## src/rtl/mem_pkg.sv

```systemverilog
// Shared definitions for the SRAM port arbiter.
//   NUM_BANKS   : number of byte-wide SRAM banks
//   BANK_DW     : data width of one bank
//   mem_owner_e : which port owns the read response of the previous cycle
//   lsu_req_t   : one LSU request (we, be, addr, wdata)
package mem_pkg;

    localparam int unsigned NUM_BANKS = 4;
    localparam int unsigned BANK_DW   = 8;

    typedef enum logic [1:0] {
        OWN_NONE,
        OWN_IF,
        OWN_LSU
    } mem_owner_e;

    typedef struct packed {
        logic                           we;
        logic [NUM_BANKS-1:0]           be;
        logic [31:0]                    addr;
        logic [NUM_BANKS*BANK_DW-1:0]   wdata;
    } lsu_req_t;

endpackage

```

## src/rtl/sram_port_arbiter.sv

```systemverilog
// sram_port_arbiter
// Shares one 4-bank byte-wide SRAM (active-low CEN/GWEN/WEN) between the
// instruction-fetch port and the LSU port. One access per cycle, grants are
// combinational, read data returns the cycle after the grant.
//
// Ports:
//   clk, rst                 clock, synchronous active-high reset
//   if_req/if_addr           fetch read request (level) and byte address
//   if_gnt                   fetch accepted this cycle
//   if_rvalid/if_rdata       fetch read response
//   lsu_req/we/be/addr/wdata LSU request (level), store when we=1
//   lsu_gnt                  LSU accepted this cycle
//   lsu_rvalid/lsu_rdata     load response
//   CEN/GWEN/WEN/A/D         per-bank SRAM controls (active low enables)
//   Q                        per-bank SRAM read data, valid after the access
//
// Build option: ARB_ROUND_ROBIN_EN selects alternating priority on
// contention instead of LSU priority with a fetch starvation guard.
module sram_port_arbiter
    import mem_pkg::*;
#(
    parameter int BANK_AW    = 9,
    parameter int STARVE_MAX = 4
) (
    input  logic               clk,
    input  logic               rst,
    input  logic               if_req,
    input  logic [31:0]        if_addr,
    output logic               if_gnt,
    output logic               if_rvalid,
    output logic [31:0]        if_rdata,
    input  logic               lsu_req,
    input  logic               lsu_we,
    input  logic [3:0]         lsu_be,
    input  logic [31:0]        lsu_addr,
    input  logic [31:0]        lsu_wdata,
    output logic               lsu_gnt,
    output logic               lsu_rvalid,
    output logic [31:0]        lsu_rdata,
    output logic               CEN  [0:3],
    output logic               GWEN [0:3],
    output logic [7:0]         WEN  [0:3],
    output logic [BANK_AW-1:0] A    [0:3],
    output logic [7:0]         D    [0:3],
    input  logic [7:0]         Q    [0:3]
);

    lsu_req_t           lsu_acc;
    mem_owner_e         owner;
    logic               any_gnt;
    logic               store_gnt;
    logic [31:0]        sel_addr;
    logic [BANK_AW-1:0] word_idx;
    logic               unused_addr_bits;

    assign lsu_acc = '{we: lsu_we, be: lsu_be, addr: lsu_addr, wdata: lsu_wdata};

`ifdef ARB_ROUND_ROBIN_EN
    mem_owner_e last_win;
`else
    localparam logic [3:0] STARVE_LIM = 4'(STARVE_MAX);
    logic [3:0] starve_cnt;
`endif

    // Grants are forced low during reset so nothing issued in a reset
    // cycle can produce a response.
    always_comb begin
        if_gnt  = 1'b0;
        lsu_gnt = 1'b0;
        if (!rst) begin
            if (if_req && lsu_req) begin
`ifdef ARB_ROUND_ROBIN_EN
                if_gnt = (last_win == OWN_LSU);
`else
                if_gnt = (starve_cnt == STARVE_LIM);
`endif
                lsu_gnt = !if_gnt;
            end else begin
                if_gnt  = if_req;
                lsu_gnt = lsu_req;
            end
        end
    end

    assign any_gnt   = if_gnt || lsu_gnt;
    assign store_gnt = lsu_gnt && lsu_acc.we;
    assign sel_addr  = if_gnt ? if_addr : lsu_acc.addr;
    assign word_idx  = sel_addr[BANK_AW+1:2];

    assign unused_addr_bits = ^{if_addr[31:BANK_AW+2], if_addr[1:0],
                                lsu_acc.addr[31:BANK_AW+2], lsu_acc.addr[1:0]};

    always_comb begin
        for (int unsigned i = 0; i < NUM_BANKS; i++) begin
            CEN[i]  = !any_gnt;
            A[i]    = any_gnt ? word_idx : '0;
            GWEN[i] = 1'b1;
            WEN[i]  = '1;
            D[i]    = '0;
            if (store_gnt) begin
                GWEN[i] = ~lsu_acc.be[i];
                WEN[i]  = {BANK_DW{~lsu_acc.be[i]}};
                D[i]    = lsu_acc.wdata[i*BANK_DW +: BANK_DW];
            end
        end
    end

    always_ff @(posedge clk) begin
        if (rst) begin
            owner <= OWN_NONE;
        end else if (if_gnt) begin
            owner <= OWN_IF;
        end else if (lsu_gnt && !lsu_acc.we) begin
            owner <= OWN_LSU;
        end else begin
            owner <= OWN_NONE;
        end
    end

`ifdef ARB_ROUND_ROBIN_EN
    always_ff @(posedge clk) begin
        if (rst) begin
            last_win <= OWN_LSU;
        end else if (if_gnt) begin
            last_win <= OWN_IF;
        end else if (lsu_gnt) begin
            last_win <= OWN_LSU;
        end
    end
`else
    always_ff @(posedge clk) begin
        if (rst || !if_req || if_gnt) begin
            starve_cnt <= '0;
        end else if (starve_cnt != STARVE_LIM) begin
            starve_cnt <= starve_cnt + 4'd1;
        end
    end
`endif

    // Response valids follow the registered owner; reset masks them in the
    // same cycle so a grant just before reset is dropped.
    assign if_rvalid  = !rst && (owner == OWN_IF);
    assign lsu_rvalid = !rst && (owner == OWN_LSU);
    assign if_rdata   = {Q[3], Q[2], Q[1], Q[0]};
    assign lsu_rdata  = {Q[3], Q[2], Q[1], Q[0]};

endmodule

```

## config.mk

```make
export PLATFORM = sky130hd
export DESIGN_NAME = sram_port_arbiter
export DESIGN_NICKNAME = d
export VERILOG_FILES = /design/src/rtl/mem_pkg.sv /design/src/rtl/sram_port_arbiter.sv
export SDC_FILE = /design/constraint.sdc
export NUM_CORES = 1
export LEC_CHECK = 0
export CAP_MARGIN = 20
export CORE_AREA = 5 5 117 119
export CTS_CLUSTER_DIAMETER = 100
export DETAILED_ROUTE_END_ITERATION = 10
export DIE_AREA = 0 0 122 124
export PLACE_DENSITY_LB_ADDON = 0.25
export SLEW_MARGIN = 20
export SYNTH_ARGS = -nofsm -noshare
export SYNTH_HDL_FRONTEND = slang
export SYNTH_SLANG_ARGS = --single-unit
```

## constraint.sdc

```tcl
create_clock -name clk -period 3.4 [get_ports clk]
set_clock_uncertainty 0.15 [all_clocks]
set_input_delay 0.68 -clock clk [delete_from_list [all_inputs] [get_ports clk]]
set_output_delay 0.68 -clock clk [all_outputs]
set_load 0.005 [all_outputs]
```

Yosys cells after proc, flatten, opt, wreduce, memory -nomap -nowiden
Index checks and enable logic that the tools add are counted.
{"block": "word_totals", "regBits": 6}
{"block": "op_classes", "n_addsub": 1, "n_eq_ne": 4, "mux": 20, "n_bitwise": 4, "reduce_logical": 14}
{"op": "2-to-1 mux 8 bit", "n": 8}
{"op": "2-to-1 mux 11 bit", "n": 1}
{"op": "2-to-1 mux 1 bit", "n": 9}
{"op": "2-to-1 mux 9 bit", "n": 1}
{"op": "logical AND 1 bit", "n": 5}
{"op": "zero test 1 bit", "n": 5}
{"op": "adder 4 x 1 -> 4 bit (second input constant)", "n": 1}
{"op": "equality test 4 x 3 -> 1 bit (second input constant)", "n": 1}
{"op": "inequality test 4 x 3 -> 1 bit (second input constant)", "n": 1}
{"op": "NOT 1 bit", "n": 4}
{"op": "logical OR 1 bit", "n": 3}
{"op": "equality test 2 x 1 -> 1 bit (second input constant)", "n": 1}
{"op": "equality test 2 bit (second input constant)", "n": 1}
{"op": "2-to-1 mux 2 bit", "n": 1}
{"op": "OR reduction 2 bit", "n": 1}

Depth between registers and ports, before layout
Gate-level depths: netlist of the first run.
{"block": "depth", "depth_word": 7, "depth_mapped": 6, "ltp_nobuf": 5}

Worst setup path before layout of the first run
OpenSTA, ideal clock, no wires.
{"block": "synth_timing", "path_type": "input-to-output", "startpoint": "input rst", "endpoint": "output WEN[0] (netlist name)", "arrival_time_ps": 1725, "required_ps": 2570, "slack_ps": 845, "cell_stages": 5, "n_path_buf": 2, "cell_sequence": "nand2b_4 -> a311oi_4 -> buf_6 -> nand2_1 -> buf_4"}
{"item": "from (decl)", "line": "sram_port_arbiter.sv:26", "source": "input logic rst,"}
{"item": "to (decl)", "line": "sram_port_arbiter.sv:42", "source": "output logic [7:0] WEN [0:3],"}

==> metrics.csv, run 1 <==
stage,metric,value,unit
synthesis,synth_seq_area_share,7.47,%
worst_setup_path,worst_setup_path_start_kind,input port,
floorplan,ios,313,
clock_network,cts_tree,yes,
route,first_iter_violations,10,
global_route,grt_pass1_vias,1259,
worst_setup_path,startpoint,rst,
synthesis,synth_fp_nets,346,
synthesis,netlist_instances,207,
global_route,grt-ovfl-total,0,
clock_network,cts_max_level,1,
layout,drive_gt1_share,10.9,%
sta,relSlewSlack,80.4,%
floorplan,die_y,124,µm
synthesis,yosys.area.top_type,buf_4,
synthesis,syn_avg_cell_area,7.77,µm²
sta,worst_slew_pin_slew,0.293,ns
run,drv_cap,0,
global_route,grt_antenna_before_repair,0,
floorplan,design.core.area,12500,µm²
route,wl_per_cell,13.5,µm
floorplan,rows,41,
clock_network,clock_latency,0.23,ns
layout,final_util,21.7,%
worst_setup_path,path_class,in -> out,
worst_setup_path,critPathRequiredTime,2.57,ns
layout,area_growth,68.4,%
route,first_pass_iters,2,
pwr,ir_drop,0.217,mV
sta,fmax,301,MHz
clock_network,cts_buffers,3,
place,dp_cells,425,
global_route,gr-usage-met2,10.6,%
synthesis,synth_area_leaders,"buf_4 59%, and2_1 8.9%, dfxtp_1 7.5%",
synthesis,synth_top_cell_area_share,58.8,%
worst_setup_path,crit_end,A[18],
global_route,grt_use_total,6.54,%
worst_setup_path,r2r_cells,6,
clock_network,clockBufferDepth,2,
worst_setup_path,rrSetupSlack,1.86,ns
global_route,busiest_layer,met2,
place,hpwl,5.23,mm
sta,rsz0062_at_grt,false,
sta,setup_viol,0,
hold_path,hold_path_class,reg -> reg,
route,drc_errors,0,
worst_setup_path,end_kind,primary output,
sta,tns,0,ns
worst_setup_path,cp.arrival,2.49,ns
floorplan,fp.dieW,122,µm
synthesis,yosys.cell_types.count,25,
clock_network,cts.clk_slew.worst_paths,0.03,ns
global_route,grt_use_met1,6.99,%
layout,final_cells,428,
layout,diodes,0,
worst_setup_path,critical_path.max_fanout,10,
global_route,grt_start_max_net_pins,37,
route,num_vias,1306,
sta,fin_crit_sh,97.8,%
global_route,met3_usage,4.77,%
run_status,status,"complete, no violations",
sta,min_period,3.32,ns
clock_network,hold_buffers,0,
route,drt-vias-per-instance,3.05,
worst_setup_path,rr_endpoint,owner[1],
worst_setup_path,timing.rr.start,starve_cnt[0],
layout,nNetsFinal,397,
route,postRouteAntennaNets,0,
floorplan,start_util,12.9,%
pwr,powerDensity,180,nW/µm²
route,drt_wl_total,5.79,mm
sta,finalMaxSlewViolations,0,
synthesis,synth_seq_cells,6,
clock_network,clock-sinks,6,
place,place_congestion,0.703,
clock_network,cts.root.buffer_cell,clkbuf_16,
place,port_buffers,170,
pwr,p_leak,1.01,nW
synthesis,synth_warnings,0,
global_route,grt_pass1_wl,7.69,mm
floorplan,dieArea,15100,µm²
sta,final_hold_viol_count,0,
synthesis,syn-cell-area,1610,µm²
layout make-up:
cell class	instances	area [µm²]
clock buffers	3	75.1
flip-flops and latches	6	120
well taps	172	215
repair buffers	176	1780
inverters	4	15.0
fillers	1368	9760
multi-input cells	67	508
worst max-delay path: stages:
cell and delay [ns]:
clkdlybuf4s50_1 0.42, buf_4 0.15, nand2b_1 0.16, a21oi_2 0.18, buf_12 0.15, a22o_1 0.22
clkdlybuf4s50_1 0.53
registers in the layout, indices dropped and copies added, names as in the netlist:
register	count
owner	2
starve_cnt	4
placed cells by master (no fill, tap or decap), types with 2 or more instances in the layout:
cell type and count:
dlymetal6s2s_1 2, and2_1 23, nor2_1 4, nand2_2 4
buf_4 4, a22o_1 8, and2_2 10, inv_1 4
clkdlybuf4s50_1 168, ha_1 2, clkbuf_16 3, buf_12 2
dfxtp_1 6, nor3b_1 2
where the power goes:
group	leakage (nW)	total (W)	switching, W	internal [W]
logic	0.928	0.000226	0.0000643	0.000162
clock network	0.0370	0.000189	0.0000384	0.000151
registers	0.0488	0.0000734	0.000000931	0.0000725
total	1.01	0.000489	0.000104	0.000385
per-layer routing:
layer | vias up | wire [µm]
li1 | 620 | -
met1 | 567 | 1930
met2 | 114 | 2880
met3 | 5 | 959
met4 | 0 | 20
met5 | - | 0
how the worst min path moves through the flow:
stage,start,end,slack (ns),cells after the start
final,starve_cnt[0],starve_cnt[0],0.31,1
after global routing,starve_cnt[0],starve_cnt[0],0.35,1
after CTS,starve_cnt[0],starve_cnt[0],0.32,1
after detailed placement,starve_cnt[0],starve_cnt[0],0.32,1
after global placement,starve_cnt[0],starve_cnt[0],0.30,1
after floorplan,starve_cnt[0],starve_cnt[0],0.28,1
per-stage QoR:
step           power (W)  hold WS (ns)  worst slack [ns]  cell area (µm²)
2_1_floorplan   0.000223         0.280             0.845             1610
3_3_place_gp    0.000303         0.298            0.0531             2610
3_5_place_dp    0.000303         0.317            0.0313             2610
4_1_cts         0.000498         0.324            0.0325             2690
5_1_grt         0.000514         0.352         0.0000338             2710
6_report        0.000489         0.311            0.0764             2710
cell families (layout without fill, tap and decap cells):
logic type	after synthesis	count (layout)	share of synthesized area, %
DFF	6	6	7.47
buffers and inverters	134	183	62.1
and+or+nand+nor	49	49	19.5
adders and majority gates	2	2	1.55
xor gates and xnor gates	2	2	1.09
AOI/OAI and AO/OA	14	14	8.24
cell usage after synthesis:
| master | n |
|---|---|
| buf_4 | 126 |
| and2_1 | 23 |
| and2_2 | 10 |
| a22o_1 | 9 |
| dfxtp_1 | 6 |
| inv_1 | 4 |
| nand2_1 | 4 |
| nor2_1 | 4 |
| buf_6 | 3 |
| ha_1 | 2 |
| nor3b_1 | 2 |
| a21oi_1 | 1 |
| a21oi_2 | 1 |
| a311oi_4 | 1 |
| a31oi_1 | 1 |
| buf_2 | 1 |
| nand2b_1 | 1 |
| nand2b_4 | 1 |
| nand3_1 | 1 |
| nand3b_1 | 1 |
| nand4b_1 | 1 |
| nor2b_2 | 1 |
| o21bai_1 | 1 |
| xnor2_1 | 1 |
| xor2_1 | 1 |
repair_timing:
item | 4_1_cts | 5_1_grt
resized for setup | 0 | 7
setup endpoints to repair | 0 | 43
setup buffers | 0 | 0
No activity file was read; power rests on OpenSTA's default activity.
==> run 2, diff against run 1 <==
--- a/config.mk
+++ b/config.mk
@@ -5,6 +5,7 @@
 export SDC_FILE = /design/constraint.sdc
 export NUM_CORES = 1
 export LEC_CHECK = 0
+export ABC_CLOCK_PERIOD_IN_PS = 3400
 export CAP_MARGIN = 20
 export CORE_AREA = 5 5 117 119
 export CTS_CLUSTER_DIAMETER = 100
==> results of run 2 <==
The final DEF is identical to that of run 1; final timing and power are the same.
